**config.mk**
```make
export PLATFORM = sky130hd
export DESIGN_NAME = mel_frame_sched
export DESIGN_NICKNAME = d
export VERILOG_FILES = /design/src/rtl/mel_frame_sched.sv
export SDC_FILE = /design/constraint.sdc
export NUM_CORES = 1
export LEC_CHECK = 0
export ABC_AREA = 1
export CORE_UTILIZATION = 32
export CTS_CLUSTER_DIAMETER = 30
export DETAILED_ROUTE_END_ITERATION = 16
export DONT_BUFFER_PORTS = 1
export PLACE_DENSITY = 0.43
export SYNTH_ARGS = -nofsm -noshare
export SYNTH_HDL_FRONTEND = slang
export SYNTH_SLANG_ARGS = --single-unit
```
**constraint.sdc**
```tcl
create_clock -name clk -period 4 [get_ports clk]
set_clock_uncertainty 0.1 [all_clocks]
set_input_delay 0.8 -clock clk [delete_from_list [all_inputs] [get_ports clk]]
set_output_delay 0.8 -clock clk [all_outputs]
set_load 0.05 [all_outputs]
```
**src/rtl/mel_frame_sched.sv**
```systemverilog
// mel_frame_sched: frame-level controller for the mel filterbank engine.
//   Write side: on frame_ready_i, pulse mel_start_o, capture strobed energies
//   (mel_wr_i/mel_idx_i/mel_value_i) into the current write bank, commit on
//   mel_done_i (or abort on timeout), then pulse frame_release_o.
//   Read side: stream each full bank as NUM_FILTERS beats over
//   out_valid_o/out_ready_i with out_idx_o/out_data_o/out_last_o.
//   Status: busy_o (write FSM active), error_o (sticky timeout/bad index),
//   frame_count_o (committed frames, wrapping).
module mel_frame_sched #(
  parameter int NUM_FILTERS    = 40,
  parameter int ENERGY_W       = 9,
  parameter int IDX_W          = 6,
  parameter int TIMEOUT_CYCLES = 16384,
  parameter int CNT_W          = 16
) (
  input  logic                clk,
  input  logic                rst,
  input  logic                frame_ready_i,
  output logic                frame_release_o,
  output logic                mel_start_o,
  input  logic                mel_done_i,
  input  logic                mel_wr_i,
  input  logic [IDX_W-1:0]    mel_idx_i,
  input  logic [ENERGY_W-1:0] mel_value_i,
  output logic                out_valid_o,
  input  logic                out_ready_i,
  output logic [ENERGY_W-1:0] out_data_o,
  output logic [IDX_W-1:0]    out_idx_o,
  output logic                out_last_o,
  output logic                busy_o,
  output logic                error_o,
  output logic [CNT_W-1:0]    frame_count_o
);

  localparam int TO_W = (TIMEOUT_CYCLES > 2) ? $clog2(TIMEOUT_CYCLES) : 1;
  localparam logic [TO_W-1:0]  TO_LAST  = TO_W'(TIMEOUT_CYCLES - 1);
  localparam logic [IDX_W-1:0] IDX_LAST = IDX_W'(NUM_FILTERS - 1);
  localparam logic [IDX_W-1:0] IDX_LIM  = IDX_W'(NUM_FILTERS);

  typedef enum logic [1:0] {S_IDLE, S_START, S_RUN, S_COMMIT} state_e;

  state_e                  state_q, state_d;
  logic                    wbank_q, wbank_d, rbank_q, rbank_d;
  logic [IDX_W-1:0]        rd_ptr_q, rd_ptr_d;
  logic [TO_W-1:0]         to_cnt_q, to_cnt_d;
  logic [1:0]              full_q, full_d;
  logic [1:0][NUM_FILTERS-1:0] mask_q, mask_d;
  logic                    error_q, error_d;
  logic [CNT_W-1:0]        frame_cnt_q, frame_cnt_d;
  logic [1:0][NUM_FILTERS-1:0][ENERGY_W-1:0] buf_q, buf_d;

  logic wr_ok, wr_bad, rd_xfer, rd_last, bank_free;

  assign out_valid_o   = full_q[rbank_q];
  assign out_idx_o     = rd_ptr_q;
  assign out_last_o    = (rd_ptr_q == IDX_LAST);
  // Slots the engine never wrote in this frame read back as zero.
  assign out_data_o    = (out_valid_o && mask_q[rbank_q][rd_ptr_q]) ?
                         buf_q[rbank_q][rd_ptr_q] : '0;
  assign busy_o        = (state_q != S_IDLE);
  assign error_o       = error_q;
  assign frame_count_o = frame_cnt_q;

  always_comb begin
    state_d         = state_q;
    wbank_d         = wbank_q;
    rbank_d         = rbank_q;
    rd_ptr_d        = rd_ptr_q;
    to_cnt_d        = to_cnt_q;
    full_d          = full_q;
    mask_d          = mask_q;
    error_d         = error_q;
    frame_cnt_d     = frame_cnt_q;
    buf_d           = buf_q;
    mel_start_o     = 1'b0;
    frame_release_o = 1'b0;

    wr_ok   = mel_wr_i && (mel_idx_i < IDX_LIM);
    wr_bad  = mel_wr_i && !(mel_idx_i < IDX_LIM);
    rd_xfer = out_valid_o && out_ready_i;
    rd_last = rd_xfer && (rd_ptr_q == IDX_LAST);
    // A bank drained this cycle counts as free so START can follow at once.
    bank_free = !full_q[wbank_q] || (rd_last && (rbank_q == wbank_q));

    // Read side
    if (rd_xfer) begin
      if (rd_last) begin
        rd_ptr_d        = '0;
        full_d[rbank_q] = 1'b0;
        rbank_d         = ~rbank_q;
      end else begin
        rd_ptr_d = rd_ptr_q + IDX_W'(1);
      end
    end

    // Write side
    case (state_q)
      S_IDLE: begin
        if (frame_ready_i && bank_free) state_d = S_START;
      end
      S_START: begin
        mel_start_o     = 1'b1;
        mask_d[wbank_q] = '0;
        to_cnt_d        = '0;
        state_d         = S_RUN;
      end
      S_RUN: begin
        to_cnt_d = to_cnt_q + TO_W'(1);
        if (mel_done_i) begin
          state_d = S_COMMIT;
        end else if (to_cnt_q == TO_LAST) begin
          error_d         = 1'b1;
          frame_release_o = 1'b1;
          state_d         = S_IDLE;
        end
      end
      S_COMMIT: begin
        full_d[wbank_q] = 1'b1;
        wbank_d         = ~wbank_q;
        frame_cnt_d     = frame_cnt_q + CNT_W'(1);
        frame_release_o = 1'b1;
        state_d         = S_IDLE;
      end
      default: state_d = S_IDLE;
    endcase

    // Energy capture applies after the START mask clear so a strobe in
    // the START cycle is kept.
    if (state_q == S_START || state_q == S_RUN) begin
      if (wr_ok) begin
        buf_d[wbank_q][mel_idx_i]  = mel_value_i;
        mask_d[wbank_q][mel_idx_i] = 1'b1;
      end
      if (wr_bad) error_d = 1'b1;
    end
  end

  always_ff @(posedge clk) begin
    if (rst) begin
      state_q     <= S_IDLE;
      wbank_q     <= 1'b0;
      rbank_q     <= 1'b0;
      rd_ptr_q    <= '0;
      to_cnt_q    <= '0;
      full_q      <= '0;
      mask_q      <= '0;
      error_q     <= 1'b0;
      frame_cnt_q <= '0;
    end else begin
      state_q     <= state_d;
      wbank_q     <= wbank_d;
      rbank_q     <= rbank_d;
      rd_ptr_q    <= rd_ptr_d;
      to_cnt_q    <= to_cnt_d;
      full_q      <= full_d;
      mask_q      <= mask_d;
      error_q     <= error_d;
      frame_cnt_q <= frame_cnt_d;
    end
  end

  // Energy storage needs no reset: the written masks qualify every read.
  always_ff @(posedge clk) begin
    buf_q <= buf_d;
  end

endmodule

```
After elaboration in Yosys (flattened, before gate mapping)
Cells that the tools add are included.
Word-level totals
  flip-flop bits (word level): 843
  input port bits: 21
Cells by class
  add/sub/neg operators: 3
  $lt $le $gt $ge: 8
  eq/ne operators: 8
  multiplexer cells: 49
  bitwise operators: 8
  reduce and logical (&&, ||, !) cells: 20
Operators with widths (number)
  $mux 360: 3
  $bwmux 720: 1
  $demux 360 s1: 1
  $mux 80: 3
  $mux 40: 4
  $and 80x80->80: 1
  $demux 40 s1: 2
  $not 80->80: 1
  $or 80x80->80: 1
  $bmux 9 s6: 1
  $demux 9 s6: 1
  $pmux 14 s2: 1
  $mux 9: 3
  $add 16x1->16 const B: 1
  $mux 1: 16
  $add 14x1->14 const B: 1
  $eq 14x14->1 const B: 1
  $lt 6x7->1 const B: 2
  $mux 2: 6
  $logic_and 1x1->1: 10
  $pmux 2 s4: 1
  $add 6x1->6 const B: 1
  $bmux 1 s6: 1
  $demux 1 s6: 1
  22 further kinds: 32

Longest topological paths before layout
Gate-level depths: netlist of the first run.
  depth after elaboration: 10
  mapped depth: 17
  depth with buffers taken out: 15

Worst setup path after synthesis of the first run
OpenSTA, ideal clock, no wires.
  kind: reg2out
  from: register rd_ptr_q[2], in the netlist out_idx_o[2]
  to: output out_last_o
  arrival time: 2477 ps
  data required time: 3100 ps
  setup slack: 623 ps
  cell stages (with the launch flop): 6
  cells stage by stage: dfxtp_1 > buf_2 > inv_1 > buf_2 > buf_1 > nor3_1
On the way
  longest elaborated chain between the ends: 1
RTL lines
  start, declared: RTL line 44  | logic [IDX_W-1:0] rd_ptr_q, rd_ptr_d;
  start signal, assigned: RTL line 153  | rd_ptr_q <= rd_ptr_d;
  $eq 6x6->1: RTL line 56  | assign out_last_o = (rd_ptr_q == IDX_LAST);
  end, declared: RTL line 29  | output logic out_last_o,
No other way between the ends.

Final worst setup path of the first run
  from: register rbank_q
  to: output out_data_o[4]
On the way
  longest elaborated chain between the ends: 6
RTL lines
  start, declared: RTL line 43  | logic wbank_q, wbank_d, rbank_q, rbank_d;
  start signal, assigned: RTL line 152  | rbank_q <= rbank_d;
  $mux 40 (not written as such) (2 in series): RTL line 58  | assign out_data_o = (out_valid_o && mask_q[rbank_q][rd_ptr_q]) ?
  $bmux 1 s6: RTL line 58
  $mux 1 (not written as such): RTL line 58
  $logic_and 1x1->1: RTL line 58
  $mux 9 *: RTL line 58
  end, declared: RTL line 27  | output logic [ENERGY_W-1:0] out_data_o,
Mark *: on every way between the ends. The rest lies on a longest branch, timed or not. The select of a mux whose other input is x is not followed.

==> impl_metrics.toml, run 1 <==
[synthesis]
netlist.top_cell.by_area = "edfxtp_1"
synth-edff-count = 720
yosys_warnings = 0
syn_area_um2 = 35310
synthFlopType = "edfxtp_1"
syn_inst = 3346
synth_nets = 3375
synth_top_cell_area_share_pct = 61.24
synthDistinctLibCells = 42
synthTopCellsByArea = "edfxtp_1 61%, nand2_1 9.0%, nand3_1 7.8%, dfxtp_1 7.0%, nor2_1 3.6%"
synth_area_per_cell_um2 = 10.55
yosysSeqAreaShare_pct = 68.21
ys_ff_latch = 843
postSynth.asyncResetShare_pct = 0

[route]
route.detailed.vias_per_inst = 4.865
first_pass_iters = 5
drc = 0
vias = 25050
drt_wl_total_um = 112500
drt_iter0_markers = 2001
ant_nets = 0
routedWlPerCell_um = 21.84

[global_route]
gr-usage-met1_pct = 27.16
busiest_layer = "met2"
track_usage_pct = 20.32
grt_pass1_vias = 24930
met2_usage_pct = 32.80
grt_pass1_wl_um = 166900
grt_use_met3_pct = 4.273
antenna_found_initial = 1
grt_max_degree = 81
overflow = 0

[timing]
period_needed_ps = 4018
timing.fmax_mhz = 248.9
fin_setup_tns_ps = -50.94
finalHoldViolCount = 0
drv_slew = 0
post-route-period-util_pct = 100.5
rsz0062_at_grt = "yes"
worstMarginPinSlew_ps = 1214
setup-violations-final = 6
slew-limit-headroom_pct = 18.77
setup_slack_ps = -18.26

[die]
die_h_um = 334.2
initial_core_util_pct = 32.34
die_area_um2 = 111700
ios = 58
die_w_um = 334.2
fp-row-count = 121
design.core.area_um2 = 109200

[power_and_ir_drop]
leakage_nw = 16.56
peakVddDrop_uv = 417.1
powerDensity_nw_per_um2 = 583.6

[setup_path]
crit_fanout = 9
cp.required_ps = 3100
cp.arrival_ps = 3120
critPathSlowestCell = "dfxtp_4"
worst_path_largest_cell_delay_ps = 450
crit_path_start_kind = "flop"
critical_path_class = "flop to output pin"
critPathMostFrequentCell = "nand3_1"
crit_path_cell_trace = "buf_12 > clkinv_16 > bufbuf_16 > nand2_1 > nand3_1 > nand3_1 > nand3_1 > nand2_2 > nand2_1 > nand3_4 > a21oi_4 > nor2_2 > nor2_4 > buf_8"
crit_path_end_kind = "output pin"

[place]
dp.cells = 4725
port_buffers = 0
dp_hpwl_um = 59590
place_area_um2 = 37140
place_congestion = 0.8070
post-place-ws_ps = 232.1

[clock_tree]
clkLatencyLatePin_ps = 770
numCtsBuffers = 201
clockBufferDepth = 3
cts-root-buf = "clkbuf_16"
cts_tree = "built"
htree_levels = 4
clk_transition_reported_paths_ps = 50
clock-sinks = 843

[finish]
post_route_cells_drive_above_1_share_pct = 16.34
fill_cells = 10380
final_nets = 3527
syn2layout_area_growth_pct = 29.62
stdcell_area_um2 = 45760
fin_cells = 5150
utilization_pct = 41.92

[status]
status = "finished with violations"
violations = "setup timing"

[worst_hold_path]
worst_hold_path_type = "input port to flop"

[run]
cap_violations = 0
cell type report:
class,instances,area (um^2),share of cell area [%]
Sequential cell,843,24100,52.66
Inverter,203,800.8,1.750
Timing Repair Buffer,141,2026,4.427
Tap cell,1476,1847,4.036
Timing Repair inverter,6,152.6,0.3336
Antenna cell,1,2.502,0.005468
Clock inverter,131,1593,3.481
Clock buffer,247,5293,11.57
Multi-Input combinational cell,2102,9951,21.74
metal layers:
layer / share of wire, % / wire [um]
met3: 5.2 / 5849
met5: 0 / 0
met1: 45 / 50460
met4: 2.3 / 2624
met2: 48 / 53540
state kept, by name, summed over array words and instances (netlist names):
| name | flops |
|---|---|
| error_o | 1 |
| frame_count_o | 16 |
| state_q | 2 |
| full_q | 2 |
| buf_q | 720 |
| rbank_q | 1 |
| to_cnt_q | 14 |
| wbank_q | 1 |
| out_idx_o | 6 |
| mask_q | 80 |
synth_stat cells, types with 3 or more instances:
library cell,number
buf_1,17
xnor2_1,3
o221ai_1,5
o21ai_1,23
o22ai_1,10
o21ai_0,78
edfxtp_1,720
clkbuf_1,52
nand2_1,844
buf_4,39
or2_2,16
dfxtp_1,123
nand4_1,5
mux2i_1,8
o211ai_1,12
o32ai_1,8
buf_2,73
inv_1,199
buf_6,17
nor3_1,30
nand3_1,553
nor2_1,335
a21oi_1,141
ha_1,8
layout by cell type (no fill, tap or decap), types with 9 or more instances in the layout:
cell        count
a21oi_1       131
buf_12         20
buf_16         18
buf_4          70
buf_6          11
bufbuf_16      10
bufinv_16      27
clkbuf_1       37
clkbuf_16     202
clkbuf_8        9
clkinv_1       27
clkinv_16      11
clkinv_2       31
clkinvlp_4     26
dfxtp_1       119
edfxtp_1      720
inv_1         194
inv_6           9
nand2_1       818
nand2_2        22
nand3_1       504
nand3_2        48
nor2_1        318
nor2_4         14
nor3_1         28
o211ai_1       12
o21ai_0        73
o21ai_1        24
o22ai_1        10
or2_2          16
path summary, 6_finish.rpt:
path / slack [ps] / depth (start not counted) / start / endpoint
setup / recovery: -20 / 14 / rbank_q / out_data_o[4]
hold / removal: 60 / 0 / mel_value_i[5] / buf_q[68]
setup reg to reg: 690 / 9 / state_q[1] / buf_q[304]
hold reg to reg: 370 / 1 / to_cnt_q[9] / to_cnt_q[9]
worst max-delay path: cells and delay by family, from the launching register on:
| kind | cells | cell delay [ps] |
|---|---|---|
| buffers and inverters | 4 | 770 |
| AND/OR/NAND/NOR | 9 | 1010 |
| flip-flops | 1 | 450 |
| AO/OA/AOI/OAI | 1 | 60 |
power breakdown:
group          total (mW)  internal (mW)  switching, mW
logic               0.800          0.204          0.597
registers            9.62           9.59         0.0374
clock network        16.3           11.1           5.19
total                26.7           20.9           5.82
cell families after synthesis:
kind of cell / after synthesis / synth area share (%)
DFF: 843 / 68.21
buffers and inverters: 402 / 5.355
adders and majority gates: 8 / 0.2835
muxes: 8 / 0.2268
and+or+nand+nor: 1792 / 21.38
xor gates and xnor gates: 5 / 0.1241
AOI/OAI and AO/OA: 288 / 4.423
what timing repair did:
item / 4_1_cts / 5_1_grt
buffers inserted: 13 / 1
gates cloned: 22 / 1
resized for setup: 158 / 35
hold buffers: 10 / 0
endpoints found under the hold margin: 76 / 0
setup endpoints to repair: 9 / 9
pin swaps: 26 / 15
per-stage QoR:
step           hold slack [ps]  power (mW)
2_1_floorplan            336.2       10.22
3_3_place_gp             353.1       10.49
3_5_place_dp             367.8       10.49
4_1_cts                  4.860       26.94
5_1_grt                  12.48       27.47
6_report                 59.54       26.70
Note: power is estimated with default switching activity, not from simulation.
==> run 2: changes to the inputs <==
--- a/config.mk
+++ b/config.mk
@@ -11,6 +11,7 @@
 export DETAILED_ROUTE_END_ITERATION = 16
 export DONT_BUFFER_PORTS = 1
 export PLACE_DENSITY = 0.43
+export SLEW_MARGIN = 20
 export SYNTH_ARGS = -nofsm -noshare
 export SYNTH_HDL_FRONTEND = slang
 export SYNTH_SLANG_ARGS = --single-unit
==> run 2 against run 1 <==
Against the previous run: highest routed layer unchanged; cell count hardly changed; the flow still finishes with violations (setup timing); setup slack got worse by 26 ps; clock power is essentially flat; global-route usage shrank 0.40 points; critical path type unchanged.
==> impl_metrics.toml, run 2 (synthesized netlist as in run 1, its figures left out) <==
[power_and_ir_drop]
leakage_nw = 16.62
finalPower_mw = 26.84
powerDensity_nw_per_um2 = 586.2
peakVddDrop_uv = 392.8

[clock_tree]
cts-root-buf = "clkbuf_16"
numCtsBuffers = 198
clock-sinks = 843
clkLatencyLatePin_ps = 770
htree_levels = 4
cts_tree = "built"
clockBufferDepth = 3
clk_transition_reported_paths_ps = 50

[timing]
rsz0062_at_grt = "yes"
timing.fmax_mhz = 247.3
setup-violations-final = 7
fin_setup_tns_ps = -130.5
finalHoldViolCount = 0
period_needed_ps = 4044
slew-limit-headroom_pct = 20.74
setup_slack_ps = -44.12
post-route-period-util_pct = 101.1
drv_slew = 0
worstMarginPinSlew_ps = 1189

[place]
place_area_um2 = 37140
port_buffers = 0
dp.cells = 4725
dp_hpwl_um = 59540
place_congestion = 0.8070

[global_route]
grt_pass1_vias = 24570
track_usage_pct = 19.91
antenna_found_initial = 3
overflow = 0
grt_max_degree = 86
grt_pass1_wl_um = 164400

[route]
vias = 25100
first_pass_iters = 5
route.detailed.vias_per_inst = 4.871
drt_wl_total_um = 115400
routedWlPerCell_um = 22.39
drt_iter0_markers = 1873
drc = 0
ant_nets = 0

[die]
design.core.area_um2 = 109200
fp-row-count = 121
initial_core_util_pct = 32.34
ios = 58
die_w_um = 334.2
die_area_um2 = 111700
die_h_um = 334.2

[finish]
layout_commonest_cell = "nand2_1"
diodes = 0
largest_reg_flops = 720
final_nets = 3537
syn2layout_area_growth_pct = 29.66
stdcell_area_um2 = 45780
post_route_cells_drive_above_1_share_pct = 15.96
layout_common_cells = "826 x nand2_1, 720 x edfxtp_1, 515 x nand3_1"
regMostFlops = "buf_q"
fin_cells = 5153

[setup_path]
cp.required_ps = 3100
crit_fanout = 34
r2r_slack_ps = 680
cp.arrival_ps = 3140
crit_path_end_kind = "output pin"
crit_path_start_kind = "flop"
critical_path_class = "flop to output pin"

[worst_hold_path]
worst_hold_path_type = "input port to flop"

[status]
status = "finished with violations"
violations = "setup timing"

[run]
cap_violations = 0
==> run 2: metal layers <==
layer  routed length (um)  track usage [%]  up-vias
met1                51990            26.89    12380
met4                 2438            6.149        0
met2                54790            32.32      647
met5                    0                0        -
met3                 6136            3.723      178
li1                     -                -    11900
==> run 2: final timing paths <==
check	cells past startpoint	start	to
min reg2reg	1	to_cnt_q[9]	to_cnt_q[9]
max	11	rbank_q	out_data_o[7]
min	0	mel_value_i[7]	buf_q[331]
max reg2reg	8	state_q[0]	buf_q[548]
==> run 2: where the power goes <==
part           switching, mW  total (mW)  leakage (nW)  internal [mW]
combinational          0.609       0.826          5.86          0.217
clock                   5.24        16.4          3.30           11.1
sequential            0.0367        9.62          7.46           9.59
total                   5.88        26.8          16.6           21.0
==> run 2: timing repair <==
item	in CTS	in global routing
hold buffers	17	0
cloned	7	21
buffers inserted	6	8
endpoints found under the hold margin	45	0
pin swaps	1	17
resized for setup	56	119
setup endpoints to repair	9	9
==> run 2: metrics by stage <==
stage               util (%)  hold slack (ps)  setup slack (ps)
CTS                    40.96           0.3167            -125.0
detailed placement     34.03            365.0             247.9
global placement       34.02            353.1             224.7
global route           41.94            16.05            -122.8
floorplan                  -            336.2             622.7
finish                 41.94            50.99            -44.12
==> run 2: cell type report <==
class | count | area [um^2]
tap | 1476 | 1847
sequential | 843 | 24100
clock inverter | 133 | 1703
timing repair inverter | 4 | 86.33
clock buffer | 236 | 5177
fill | 10400 | 63380
inverter | 203 | 808.3
multi-input combinational | 2102 | 9841
timing repair buffer | 156 | 2218
==> run 2: critical path, cell delays in order (launching register included) <==
cell	delay [ps]
dfxtp_4	450
buf_12	220
inv_16	90
buf_16	180
buf_4	210
o21ai_1	130
o22ai_1	80
o211ai_1	430
a21oi_2	150
a21oi_4	170
nor2_4	50
buf_6	140
